**config.mk**
```make
export PLATFORM = sky130hd
export DESIGN_NAME = sargantana_icache_array_arbiter
export DESIGN_NICKNAME = d
export VERILOG_FILES = /design/src/rtl/sargantana_icache_array_arbiter.sv
export SDC_FILE = /design/constraint.sdc
export NUM_CORES = 1
export LEC_CHECK = 0
export ABC_AREA = 1
export BUFFER_PORTS_ARGS = -buffer_cell sky130_fd_sc_hd__clkbuf_2
export CAP_MARGIN = 20
export CORE_MARGIN = 3
export CORE_UTILIZATION = 30
export CTS_CLUSTER_SIZE = 24
export DETAILED_ROUTE_END_ITERATION = 10
export GPL_TIMING_DRIVEN = 1
export PLACE_DENSITY_LB_ADDON = 0.05
export SLEW_MARGIN = 20
export SYNTH_ARGS = -nofsm -noshare
export SYNTH_HDL_FRONTEND = slang
export SYNTH_SLANG_ARGS = --single-unit
```
**constraint.sdc**
```tcl
create_clock -name clk_i -period 1.5 [get_ports clk_i]
set_input_delay 0.075 -clock clk_i [delete_from_list [all_inputs] [get_ports clk_i]]
set_output_delay 0.075 -clock clk_i [all_outputs]
set_load 0.01 [all_outputs]
```
**src/rtl/sargantana_icache_array_arbiter.sv**
```systemverilog
// I-cache tag/valid array port arbiter.
// Shares the port between L2 invalidations, a flush sweep and core lookups.
module sargantana_icache_array_arbiter #(
    parameter int N_SETS    = 64,
    parameter int N_WAY     = 4,
    parameter int INV_DEPTH = 2,
    localparam int IDX_W    = $clog2(N_SETS),
    localparam int WAY_W    = (N_WAY > 1) ? $clog2(N_WAY) : 1
) (
    input  logic             clk_i,
    input  logic             rst_i,
    input  logic             flush_i,
    output logic             flush_done_o,
    output logic             busy_o,
    input  logic             inv_valid_i,
    input  logic [IDX_W-1:0] inv_idx_i,
    input  logic [WAY_W-1:0] inv_way_i,
    output logic             inv_ready_o,
    input  logic             lookup_valid_i,
    input  logic [IDX_W-1:0] lookup_idx_i,
    output logic             lookup_ready_o,
    output logic             mem_req_o,
    output logic             mem_we_o,
    output logic [IDX_W-1:0] mem_idx_o,
    output logic [N_WAY-1:0] mem_way_mask_o,
    output logic             mem_valid_bit_o
);

    localparam int PTR_W = $clog2(INV_DEPTH);

    typedef enum logic [1:0] {
        IDLE  = 2'd0,
        SWEEP = 2'd1,
        DONE  = 2'd2
    } state_t;

    state_t           state_q, state_d;
    logic [IDX_W-1:0] ctr_q, ctr_d;

    logic [IDX_W-1:0] fifo_idx_q [INV_DEPTH];
    logic [WAY_W-1:0] fifo_way_q [INV_DEPTH];
    logic [PTR_W-1:0] wr_ptr_q, rd_ptr_q;
    logic [PTR_W:0]   cnt_q;

    logic             fifo_full, fifo_empty, push, pop;

    logic             req_q, req_d;
    logic             we_q, we_d;
    logic [IDX_W-1:0] idx_q, idx_d;
    logic [N_WAY-1:0] mask_q, mask_d;

    logic             grant_inv, grant_swp, grant_lk;

    assign fifo_full  = (cnt_q == (PTR_W+1)'(INV_DEPTH));
    assign fifo_empty = (cnt_q == '0);
    assign push       = inv_valid_i && !fifo_full;
    assign pop        = grant_inv;

    assign inv_ready_o    = !fifo_full;
    assign busy_o         = (state_q != IDLE);
    assign flush_done_o   = (state_q == DONE);
    assign lookup_ready_o = lookup_valid_i && fifo_empty
                            && (state_q == IDLE);

    assign grant_inv = !fifo_empty;
    assign grant_swp = fifo_empty && (state_q == SWEEP);
    assign grant_lk  = lookup_ready_o;

    assign mem_req_o       = req_q;
    assign mem_we_o        = we_q;
    assign mem_idx_o       = idx_q;
    assign mem_way_mask_o  = mask_q;
    assign mem_valid_bit_o = 1'b0;

    // Flush FSM next state and sweep counter; a new flush restarts the walk.
    always_comb begin
        state_d = state_q;
        ctr_d   = ctr_q;
        unique case (state_q)
            IDLE: begin
                if (flush_i) begin
                    state_d = SWEEP;
                    ctr_d   = '0;
                end
            end
            SWEEP: begin
                if (grant_swp) begin
                    ctr_d = ctr_q + IDX_W'(1);
                    if (ctr_q == IDX_W'(N_SETS - 1)) begin
                        state_d = DONE;
                    end
                end
                if (flush_i) begin
                    state_d = SWEEP;
                    ctr_d   = '0;
                end
            end
            DONE: begin
                state_d = IDLE;
            end
            default: begin
                state_d = IDLE;
                ctr_d   = '0;
            end
        endcase
    end

    // Array command for next cycle; index and mask hold when idle.
    always_comb begin
        req_d  = 1'b0;
        we_d   = 1'b0;
        idx_d  = idx_q;
        mask_d = mask_q;
        if (grant_inv) begin
            req_d  = 1'b1;
            we_d   = 1'b1;
            idx_d  = fifo_idx_q[rd_ptr_q];
            mask_d = N_WAY'(1) << fifo_way_q[rd_ptr_q];
        end else if (grant_swp) begin
            req_d  = 1'b1;
            we_d   = 1'b1;
            idx_d  = ctr_q;
            mask_d = '1;
        end else if (grant_lk) begin
            req_d  = 1'b1;
            we_d   = 1'b0;
            idx_d  = lookup_idx_i;
            mask_d = '1;
        end
    end

    // Control state, FIFO pointers and registered array command.
    always_ff @(posedge clk_i) begin
        if (rst_i) begin
            state_q  <= IDLE;
            ctr_q    <= '0;
            wr_ptr_q <= '0;
            rd_ptr_q <= '0;
            cnt_q    <= '0;
            req_q    <= 1'b0;
            we_q     <= 1'b0;
            idx_q    <= '0;
            mask_q   <= '0;
        end else begin
            state_q <= state_d;
            ctr_q   <= ctr_d;
            req_q   <= req_d;
            we_q    <= we_d;
            idx_q   <= idx_d;
            mask_q  <= mask_d;
            if (push) begin
                wr_ptr_q <= wr_ptr_q + PTR_W'(1);
            end
            if (pop) begin
                rd_ptr_q <= rd_ptr_q + PTR_W'(1);
            end
            if (push && !pop) begin
                cnt_q <= cnt_q + (PTR_W+1)'(1);
            end else if (pop && !push) begin
                cnt_q <= cnt_q - (PTR_W+1)'(1);
            end
        end
    end

    // FIFO payload storage; validity is tracked by the pointers only.
    always_ff @(posedge clk_i) begin
        if (push) begin
            fifo_idx_q[wr_ptr_q] <= inv_idx_i;
            fifo_way_q[wr_ptr_q] <= inv_way_i;
        end
    end

endmodule
```
==> flow_summary.ini <==
[run]
maxCapViolations = 0

[logic_synthesis]
ys_seq_elements = 41
ys_types = 27
syn-cell-area_sq_um = 1870
syn_inst = 217
synth_nets = 238
synth_area_per_cell_sq_um = 8.63
yosysWarnings = 0
ys_seq_area_frac = 0.524

[final_layout]
layout-drive-gt1-share = 0.269
area_growth_pct = 25.5
layout.cells.most_common = nor2_1
fin_nets = 288
design_area_sq_um = 2350
fill_cells = 620
n_antenna_cell = 0
layout_common_cells = nor2_1, clkbuf_2, nand2_1

[sta]
tns_ps = 0
finalHoldViolations = 0
period_minus_slack_ps = 1360
worst_slack_ps = 145
max_freq_mhz = 738
setup_violations = 0
slew_viol_final = 0
finalCritPeriodShare = 0.904
fin_skew_ps = 9.02

[floorplan]
die_area_sq_um = 7220
io_pins = 36
start_util = 0.312
die_h_microns = 85.0
die_w_microns = 85.0
core_sq_um = 5990
fp-row-count = 28

[critical_path]
r2r-start = cnt_q[0]
cpMostUsedCell = nor2_1
cp-start-kind = flop
path_cells = nor2_1 > nand2_1 > nor2_1 > clkbuf_2
worstPathRequired_ps = 1420
endpoint_kind = output pin
max_stage_delay_ps = 390
setup.worst_path.end = lookup_ready_o
worstPathArrival_ps = 1280
crit_start = state_q[1]
rrSetupSlack_ps = 160
ff2ff_path_depth = 9
cp_slowest_cell = dfxtp_1
cp_max_fo = 3
path_buf_inv = 1
crit_type = flop to output pin
r2r_end = cnt_q[1]
cp_top_family = simple AND/OR/NAND/NOR gates
cp.depth = 4

[global_routing]
grt_first_pass_wirelength_mm = 6.67
antenna_found_initial = 0
track_usage = 0.118
first_global_vias = 1384
grt_max_degree = 17
grt.overflow.total = 0

[clock_tree]
clk_latency_ps = 290
cts_inserted_buffers = 5
cts_setup_buffers = 0
clockBufferDepth = 2
ctsHtreeMaxLevel = 2
cts_tree = yes
clkTransAtPathRegs_ps = 90
cts-root-buf = clkbuf_8
cts.sinks = 41

[place]
port_buffers = 34
hpwl_mm = 2.89
dpl_worst_slack_ps = 67.4
place.gp.congestion = 0.718
placed_area_sq_um = 2140

[run_status]
status = finished clean

[pwr]
p_leak_nw = 1.02
power_density_nw_per_um2 = 1670
finalPower_mw = 3.92
ir_drop_mv = 0.614

[route]
via_count = 1486
drt_first_iter_violations = 66
drc_errors = 0
avgRoutedWirePerCell_microns = 11.6
firstDrtPassIters = 4
wl_mm = 3.96
routed_via_density = 4.33
antenna_left = 0

[worst_hold_path]
min_path_type = primary input to flop
[state kept, by name (all words and copies together), names as in the netlist, named ones only]
signal	cells
wr_ptr_q	1
mem_we_o	1
state_q	2
mem_idx_o	6
rd_ptr_q	1
mem_req_o	1
cnt_q	2
mem_way_mask_o	4
fifo_idx_q	12
ctr_q	6
fifo_way_q	4
[logic make-up (layout without fill, tap and decap cells)]
kind of cell / count (synthesis) / after routing / synth area share
simple gates: 94 / 94 / 0.247
fa+ha+maj: 2 / 2 / 0.0134
flops: 41 / 41 / 0.524
other cells: 1 / 1 / 0.00200
compound gates: 48 / 48 / 0.140
buf+inv: 31 / 82 / 0.0735
[metal layers]
metal	vias to the layer above	wire length (microns)	part of all wire	track usage
met5	-	0	0	0
met4	0	25	0.0063	0.0345
met3	2	151	0.038	0.0417
met2	22	1860	0.47	0.180
met1	658	1920	0.49	0.158
li1	804	-	-	-
[stage by stage]
step / utilization / hold WS, ps / std cells
final: 0.392 / 50.9 / 343
after global routing: 0.392 / 40.0 / 343
after CTS: 0.389 / 32.5 / 343
after detailed placement: 0.357 / 267 / 327
after global placement: 0.357 / 268 / 327
after floorplan: - / 144 / 217
[cell usage after synthesis]
master	number	area (sq um)
nor2_1	44	165
nand2_1	27	101
dfxtp_1	25	500
o21ai_1	18	90.1
inv_1	17	63.8
edfxtp_1	16	480
o21ai_0	15	75.1
a21oi_1	11	55.1
nand3_1	8	40.0
inv_2	6	22.5
nand2_4	4	45.0
clkinv_1	3	11.3
o21ai_2	3	26.3
buf_2	2	10.0
buf_4	2	15.0
ha_1	2	25.0
nand2_2	2	12.5
nand4_1	2	12.5
nor2_8	2	40.0
a21oi_4	1	16.3
buf_8	1	15.0
conb_1	1	3.75
nand3_2	1	10.0
nand3_4	1	17.5
nor2_2	1	6.26
nor3_1	1	5.00
or2_0	1	6.26
[report_power, final]
group / switching (mW) / internal [mW]
logic: 0.840 / 0.549
registers: 0.177 / 1.45
clock network: 0.402 / 0.500
[how the worst min path moves through the flow]
stage | cells after the start | startpoint | to | slack (ps)
after floorplan | 1 | rst_i | mem_req_o | 140
after global placement | 1 | inv_idx_i[4] | fifo_idx_q[0][4] | 270
after detailed placement | 1 | inv_way_i[0] | fifo_way_q[1][0] | 270
after CTS | 2 | rst_i | mem_req_o | 30
after global routing | 2 | rst_i | state_q[1] | 40
final | 2 | rst_i | mem_req_o | 50
[layout make-up]
type                    count  area [sq um]  share of cell area
clock buffers               6          72.6              0.0309
clock inverters             2          38.8              0.0165
inverters                  26          97.6              0.0415
multi-input cells         145           768               0.327
flip-flops and latches     41           983               0.419
well taps                  75          93.8              0.0399
repair buffers             48           295               0.126
[timing repair]
item / 4_1_cts / 5_1_grt
hold buffers: 8 / 0
endpoints found under the hold margin: 16 / 0
setup endpoints to repair: 0 / 1
resized for setup: 0 / 5
Power figures use the tool's default switching activity.
